===== src/rtl/bcd_field_converter_if.sv =====
// Request/response bundle between the timer counters and the BCD field converter.
// The master drives the request; the slave (the converter) returns status and digits.
interface bcd_field_converter_if #(
  parameter int NUM_FIELDS = 2,
  parameter int FIELD_W    = 6,
  parameter int DIGITS     = 2
);
  logic                           start;
  logic                           blank_en;
  logic [NUM_FIELDS*FIELD_W-1:0]  bin_in;
  logic                           busy;
  logic                           done;
  logic [NUM_FIELDS-1:0]          overflow;
  logic [NUM_FIELDS*DIGITS*4-1:0] bcd_out;

  modport master (
    output start, blank_en, bin_in,
    input  busy, done, overflow, bcd_out
  );

  modport slave (
    input  start, blank_en, bin_in,
    output busy, done, overflow, bcd_out
  );
endinterface


===== src/rtl/bcd_field_converter.sv =====
// Sequential multi-field binary-to-BCD converter: one double-dabble shift per clock,
// per-field saturation on overflow and optional leading-zero blanking.
module bcd_field_converter #(
  parameter int NUM_FIELDS = 2,
  parameter int FIELD_W    = 6,
  parameter int DIGITS     = 2
) (
  input  logic                  clk,
  input  logic                  reset,
  bcd_field_converter_if.slave  bus
);

  localparam int SD    = ((FIELD_W + 2) / 3 > DIGITS) ? (FIELD_W + 2) / 3 : DIGITS;
  localparam int SW    = SD * 4;
  localparam int FW    = DIGITS * 4;
  localparam int IDX_W = (NUM_FIELDS > 1) ? $clog2(NUM_FIELDS) : 1;
  localparam int CNT_W = $clog2(FIELD_W + 1);

  typedef enum logic [2:0] {IDLE, LOAD, SHIFT, STORE, DONE} state_t;

  state_t                        state, state_nxt;
  logic [NUM_FIELDS*FIELD_W-1:0] bin_q;
  logic                          blank_q;
  logic [IDX_W-1:0]              idx;
  logic [CNT_W-1:0]              cnt;
  logic [SW-1:0]                 scratch;
  logic [FIELD_W-1:0]            shreg;
  logic [NUM_FIELDS*FW-1:0]      shadow, shadow_nxt, bcd_q;
  logic [NUM_FIELDS-1:0]         shadow_ovf, ovf_nxt, ovf_q;
  logic [FW:0]                   fin;
  logic                          last_field;

  // One double-dabble iteration: correct digits >= 5, then shift the whole chain left.
  function automatic logic [SW+FIELD_W-1:0] dabble_step(input logic [SW-1:0] s,
                                                        input logic [FIELD_W-1:0] sh);
    logic [SW-1:0] adj;
    for (int k = 0; k < SD; k++)
      adj[k*4 +: 4] = (s[k*4 +: 4] >= 4'd5) ? s[k*4 +: 4] + 4'd3 : s[k*4 +: 4];
    return {adj, sh} << 1;
  endfunction

  // Returns {overflow, digits}: saturates to all nines, else blanks leading zeros.
  function automatic logic [FW:0] finalize(input logic [SW-1:0] s, input logic blank);
    logic          ovf;
    logic          lead;
    logic [FW-1:0] d;
    ovf = 1'b0;
    for (int k = DIGITS; k < SD; k++)
      if (s[k*4 +: 4] != 4'd0) ovf = 1'b1;
    d = s[FW-1:0];
    if (ovf) begin
      for (int k = 0; k < DIGITS; k++) d[k*4 +: 4] = 4'h9;
    end else if (blank) begin
      lead = 1'b1;
      for (int k = DIGITS - 1; k >= 1; k--) begin
        if (lead && d[k*4 +: 4] == 4'd0) d[k*4 +: 4] = 4'hF;
        else                             lead = 1'b0;
      end
    end
    return {ovf, d};
  endfunction

  assign fin        = finalize(scratch, blank_q);
  assign last_field = (idx == IDX_W'(NUM_FIELDS - 1));

  always_comb begin
    shadow_nxt                      = shadow;
    ovf_nxt                         = shadow_ovf;
    shadow_nxt[int'(idx)*FW +: FW]  = fin[FW-1:0];
    ovf_nxt[idx]                    = fin[FW];
  end

  always_ff @(posedge clk or negedge reset) begin
    if (!reset) state <= IDLE;
    else        state <= state_nxt;
  end

  always_comb begin
    state_nxt = state;
    case (state)
      IDLE:    if (bus.start) state_nxt = LOAD;
      LOAD:    state_nxt = SHIFT;
      SHIFT:   if (cnt == CNT_W'(1)) state_nxt = STORE;
      STORE:   state_nxt = last_field ? DONE : LOAD;
      DONE:    state_nxt = bus.start ? LOAD : IDLE;
      default: state_nxt = IDLE;
    endcase
  end

  // Datapath: capture, per-field shift engine, shadow buffer and atomic commit.
  always_ff @(posedge clk or negedge reset) begin
    if (!reset) begin
      bin_q      <= '0;
      blank_q    <= 1'b0;
      idx        <= '0;
      cnt        <= '0;
      scratch    <= '0;
      shreg      <= '0;
      shadow     <= '0;
      shadow_ovf <= '0;
      bcd_q      <= '0;
      ovf_q      <= '0;
    end else begin
      case (state)
        IDLE, DONE: begin
          if (bus.start) begin
            bin_q   <= bus.bin_in;
            blank_q <= bus.blank_en;
            idx     <= '0;
          end
        end
        LOAD: begin
          scratch <= '0;
          shreg   <= bin_q[int'(idx)*FIELD_W +: FIELD_W];
          cnt     <= CNT_W'(FIELD_W);
        end
        SHIFT: begin
          {scratch, shreg} <= dabble_step(scratch, shreg);
          cnt              <= cnt - CNT_W'(1);
        end
        STORE: begin
          shadow     <= shadow_nxt;
          shadow_ovf <= ovf_nxt;
          if (last_field) begin
            bcd_q <= shadow_nxt;
            ovf_q <= ovf_nxt;
          end else begin
            idx <= idx + IDX_W'(1);
          end
        end
        default: ;
      endcase
    end
  end

  assign bus.busy     = (state == LOAD) || (state == SHIFT) || (state == STORE);
  assign bus.done     = (state == DONE);
  assign bus.bcd_out  = bcd_q;
  assign bus.overflow = ovf_q;

endmodule

===== src/flat_wrapper.sv =====
// flat-port wrapper written by rule: the top's interface ports become plain ports
module bcd_field_converter_flat 
#(
  parameter int NUM_FIELDS = 2,
  parameter int FIELD_W    = 6,
  parameter int DIGITS     = 2
)
  (clk, reset, bus_start, bus_blank_en, bus_bin_in, bus_busy, bus_done, bus_overflow, bus_bcd_out);
  bcd_field_converter_if #(.NUM_FIELDS(NUM_FIELDS), .FIELD_W(FIELD_W), .DIGITS(DIGITS)) bus_i ();
  input  logic clk;
  input  logic reset;
  input wire logic [$bits(bus_i.start)-1:0] bus_start;
  input wire logic [$bits(bus_i.blank_en)-1:0] bus_blank_en;
  input wire logic [$bits(bus_i.bin_in)-1:0] bus_bin_in;
  output wire logic [$bits(bus_i.busy)-1:0] bus_busy;
  output wire logic [$bits(bus_i.done)-1:0] bus_done;
  output wire logic [$bits(bus_i.overflow)-1:0] bus_overflow;
  output wire logic [$bits(bus_i.bcd_out)-1:0] bus_bcd_out;
  assign bus_i.start = bus_start;
  assign bus_i.blank_en = bus_blank_en;
  assign bus_i.bin_in = bus_bin_in;
  assign bus_busy = bus_i.busy;
  assign bus_done = bus_i.done;
  assign bus_overflow = bus_i.overflow;
  assign bus_bcd_out = bus_i.bcd_out;
  bcd_field_converter #(.NUM_FIELDS(NUM_FIELDS), .FIELD_W(FIELD_W), .DIGITS(DIGITS)) u_core (.clk(clk), .reset(reset), .bus(bus_i));
endmodule

===== config.mk =====
export PLATFORM = sky130hd
export DESIGN_NAME = bcd_field_converter_flat
export DESIGN_NICKNAME = d
export VERILOG_FILES = /design/src/rtl/bcd_field_converter_if.sv /design/src/rtl/bcd_field_converter.sv /design/src/flat_wrapper.sv
export SDC_FILE = /design/constraint.sdc
export NUM_CORES = 1
export LEC_CHECK = 0
export CAP_MARGIN = 10
export CORE_ASPECT_RATIO = 0.8
export CORE_UTILIZATION = 50
export DETAILED_ROUTE_END_ITERATION = 6
export MAX_ROUTING_LAYER = met4
export PLACE_DENSITY = 0.73
export SLEW_MARGIN = 10
export SYNTH_ARGS = -nofsm -noshare
export SYNTH_HDL_FRONTEND = slang
export SYNTH_SLANG_ARGS = --single-unit

===== constraint.sdc =====
create_clock -name clk -period 3.8 [get_ports clk]
set_clock_uncertainty 0.2 [all_clocks]
set_input_delay 0.76 -clock clk [delete_from_list [all_inputs] [get_ports clk]]
set_output_delay 0.76 -clock clk [all_outputs]
set_load 0.005 [all_outputs]

======== Yosys cells after proc, flatten, opt, wreduce, memory -nomap -nowiden ========
Index checks and enable logic that the tools add are counted.
W data, S select, Z words.
word-level totals
  register bits after elaboration ......... 70
  input bits .............................. 16
  logic and storage cells ................. 64
operators by class
  $add $sub $neg .......................... 5
  shifts and indexed selects .............. 3
  multiply operators ...................... 1
  bitwise logic cells ..................... 2
  reduce and logical (&&, ||, !) cells .... 12
  multiplexer cells ....................... 18
  equal/unequal tests ..................... 8
  magnitude comparators ................... 4
operators by type and width
  cell                       number
  $neg A4 Y33                1
  $shift A8 B33 Y16 const A  1
  $shiftx A8 B33 Y16         1
  $shiftx A12 B32 Y6         1
  $bwmux W16                 1
  $pmux W8 S2                1
  $pmux W3 S5                1
  $mux W3                    4
  $mux W4                    3
  $pmux W6 S2                1
  $ge A4 B3 Y1 const B       2
  $reduce_and A2 Y1          4
  $eq A3 B1 Y1 const B       2
  $eq A3 B2 Y1 const B       2
  $pmux W3 S2                1
  $add A4 B2 Y4 const B      1
  $logic_not A4 Y1           1
  $mux W1                    4
  $ne A2 B2 Y1 const B       2
  $reduce_bool A2 Y1         2
  $add A3 B2 Y3 const B      1
  $eq A3 B3 Y1 const B       1
  $logic_not A3 Y1           1
  $mul A1 B2 Y3 const B      1
  other kinds (12)           13

======== Longest topological paths before layout ========
  depth in word-level cells ............... 6
  mapped depth ............................ 6
  gate-level depth less buffers ........... 5

======== Worst setup path before layout ========
OpenSTA, ideal clock, no wires.
  kind .................................... register to output
  start ................................... register u_core.state[2]
  end ..................................... output port bus_done
  path buffers ............................ 2
  stages on the path, launching flop included .. 4
  arrival time ............................ 901 ps
  setup slack ............................. 1939 ps
  cell sequence ........................... dfrtp_1 -> buf_2 -> clkbuf_1 -> and2_1
between the ends
  cells in the longest elaborated chain, start to end .. 1
RTL lines
  what                    line                        source
  from (decl)             bcd_field_converter.sv:21   state_t state, state_nxt;
  from (signal assigned)  bcd_field_converter.sv:75   else state <= state_nxt;
  $eq A3 B3 Y1            bcd_field_converter.sv:137  assign bus.done = (state == DONE);
  to (decl)               flat_wrapper.sv:16          output wire logic [$bits(bus_i.done)-1:0] bus_done;
Every way passes these cells.

======== Worst setup path after layout ========
  start ................................... register u_core.state[0]
  end ..................................... output port bus_done
Same word-level chain as after synthesis.

==> impl_metrics.json <==
{
  "start_util_pct": 53.50,
  "hold_slack_ns": 0.2667,
  "synthesis.area_sq_um": 2771,
  "antenna_found_initial": 0,
  "drcViolationCount": 0,
  "status": "complete, no violations",
  "routed_via_density": 5.443,
  "drt_pass1_iterations": 4,
  "end_kind": "output port",
  "grt_max_degree": 51,
  "yosys_register_bits": 61,
  "grt_util_all_layers_pct": 20.08,
  "grt_setup_unrepaired": "no",
  "hp-class": "reg2reg",
  "antenna_cells": 0,
  "period_share_pct": 73.25,
  "path_cells": "nor2_2 > and2_1 > clkdlybuf4s50_1",
  "first_iter_violations": 132,
  "drive_above_1_share_pct": 12.07,
  "drv_slew": 0,
  "clk_latency_ns": 0.34,
  "gp_congestion": 0.7836,
  "ys_warn_count": 0,
  "fin_tns_setup_ns": 0,
  "core_area_sq_um": 5180,
  "max_slew_margin_pct": 28.07,
  "start_kind": "register",
  "syn_avg_cell_area_sq_um": 11.13,
  "dieArea_sq_um": 5846,
  "cts_buffer_depth": 2,
  "cts_hold_buf": 0,
  "ys_types": 41,
  "ctsResizeCount": 0,
  "critPathMaxStageDelay_ns": 0.58,
  "path_clk_slew_ns": 0.07,
  "first_global_vias": 1806,
  "nets": 307,
  "cap_violations": 0,
  "power.density_nw_per_um2": 864.7,
  "period_minus_slack_ns": 2.784,
  "tritoncts": "done",
  "numCtsBuffers": 9,
  "die_w_um": 85.24,
  "fillerInstances": 411,
  "numPortBuffers": 35,
  "finalWirelength_mm": 5.002,
  "htree_num_levels": 3,
  "area.growth.synth_to_final_pct": 21.99,
  "ys_seq_area_share_pct": 55.08,
  "die_h_um": 68.59,
  "wire_per_inst_um": 14.21,
  "finalHoldViolCount": 0,
  "cp.arrival_ns": 1.82,
  "grt_pass1_wl_mm": 8.431,
  "async_reset_ff_share_pct": 100.0,
  "synth_edf_count": 0,
  "p_leak_nw": 1.515,
  "clkSinkCount": 61,
  "worst_pin_slew_ns": 1.079,
  "dp_hpwl_mm": 3.386,
  "utilization_pct": 65.27,
  "vias": 1916,
  "overflow": 0,
  "irDropWorstVdd_uv": 377.1,
  "rows": 23,
  "postCtsSetupRepairBufs": 0,
  "syn_nets": 271,
  "setup_viol": 0,
  "cp.required_ns": 2.84,
  "path_class": "reg2out",
  "fmax_ghz": 0.3593,
  "cpMaxStageDelayCell": "dfrtp_1",
  "synth_flop_cell": "dfrtp_1",
  "io_pins": 36,
  "drtAntennaViolNets": 0,
  "syn_inst": 249,
  "root_buffer": "clkbuf_8",
  "crit_fanout": 17
}
==> critical path: cells and delay by family, from the launching register on <==
family / cells / cell delay [ns]
AND/OR/NAND/NOR: 2 / 0.40
buffers and inverters: 1 / 0.49
flip-flops: 1 / 0.58
==> synth_stat cells, types with 2 or more instances <==
master | n | area, sq um
o22ai_1 | 4 | 25.02
o21ai_0 | 14 | 70.07
buf_4 | 3 | 22.52
clkbuf_1 | 2 | 7.510
a21oi_1 | 6 | 30.03
o21a_1 | 3 | 22.52
ha_1 | 6 | 75.07
mux2_1 | 12 | 135.1
o2111ai_1 | 4 | 35.03
o22a_1 | 7 | 61.31
a32oi_1 | 2 | 17.52
inv_2 | 2 | 7.510
buf_2 | 7 | 35.03
o21ai_1 | 5 | 25.02
o311ai_1 | 2 | 17.52
nand2_1 | 45 | 168.9
dfrtp_1 | 61 | 1526
mux2_2 | 10 | 112.6
mux2i_1 | 7 | 70.07
a22oi_1 | 2 | 15.01
a31oi_1 | 3 | 18.77
inv_1 | 14 | 52.55
nor2b_1 | 5 | 31.28
o221ai_1 | 2 | 17.52
and2_1 | 2 | 12.51
nor2_1 | 4 | 15.01
==> report_power, final <==
part / leakage (nW) / total (mW) / internal [mW] / switching [mW]
combinational: 0.630 / 1.07 / 0.572 / 0.494
clock: 0.121 / 0.694 / 0.453 / 0.241
sequential: 0.764 / 1.16 / 0.930 / 0.234
==> cells in the final DEF, fill, tap and decap left out, types with 2 or more instances in the layout <==
| cell | count |
|---|---|
| o21ai_0 | 14 |
| dfrtp_1 | 61 |
| buf_4 | 3 |
| a21oi_1 | 6 |
| o21ai_1 | 5 |
| clkbuf_1 | 2 |
| o2111ai_1 | 4 |
| and2_1 | 2 |
| o22ai_1 | 4 |
| mux2_2 | 10 |
| a31oi_1 | 3 |
| clkbuf_8 | 10 |
| bufinv_16 | 3 |
| nor2_1 | 4 |
| mux2i_1 | 7 |
| a32oi_1 | 2 |
| inv_1 | 14 |
| a22oi_1 | 2 |
| o22a_1 | 7 |
| o21a_1 | 3 |
| clkdlybuf4s50_1 | 34 |
| nand2_1 | 45 |
| nor2b_1 | 5 |
| ha_1 | 6 |
| o221ai_1 | 2 |
| o311ai_1 | 2 |
| mux2_1 | 12 |
| inv_2 | 2 |
==> sequential cells by signal, indices dropped and copies added, names as in the netlist <==
signal	flops
u_core.shadow	8
u_core.blank_q	1
u_core.bus.bcd_out	16
u_core.state	3
u_core.shreg	6
u_core.shadow_ovf	1
u_core.cnt	3
u_core.scratch	8
u_core.idx	1
u_core.bus.overflow	2
u_core.bin_q	12
==> final timing paths <==
check,from,endpoint,slack [ns],cells past startpoint
min,u_core.shadow[3]$_DFFE_PN0N_,u_core.bus.bcd_out[3]$_DFFE_PN0P_,0.27,2
max in group asynchronous,reset,u_core.bus.overflow[0]$_DFFE_PN0P_,2.25,2
max,u_core.state[0]$_DFFE_PN0P_,bus_done,1.02,3
min reg2reg,u_core.shadow[3]$_DFFE_PN0N_,u_core.bus.bcd_out[3]$_DFFE_PN0P_,0.27,2
min in group asynchronous,reset,u_core.bin_q[0]$_DFFE_PN0P_,0.40,1
max reg2reg,u_core.state[1]$_DFFE_PN0P_,u_core.shreg[1]$_DFFE_PN0P_,1.70,3
==> cell type report <==
cell class	instances	area, sq um	share of cell area, %
Clock buffer	12	145.1	4.293
Clock inverter	4	95.09	2.813
Inverter	16	60.06	1.776
Multi-Input combinational cell	159	1109	32.79
Sequential cell	61	1526	45.15
Tap cell	62	77.57	2.295
Timing Repair Buffer	38	367.9	10.88
==> stage by stage <==
step                      worst slack, ns  total power, mW  std cells  instance area [sq um]
final                               1.016            2.923        352                   3381
after global routing               0.8733            3.143        352                   3381
after CTS                           1.006            2.949        352                   3381
after detailed placement            1.380            2.242        336                   3141
after global placement              1.400            2.221        336                   3141
after floorplan                     1.939            1.890        249                   2771
==> kinds of logic after synthesis <==
group	Yosys count	synth area share, %
xor+xnor	1	0.5871
flops	61	55.08
mux	29	11.47
fa+ha+maj	6	2.709
buf+inv	29	4.921
compound gates	59	14.27
simple gates	64	10.97
==> layer usage <==
metal	vias to the layer above	GRT usage, %	part of all wire [%]
met5	-	-	0
met4	0	6.992	1.4
met3	7	8.214	4.5
met2	38	28.93	44
met1	930	25.79	50
li1	941	-	-
Power figures use the tool's default switching activity.
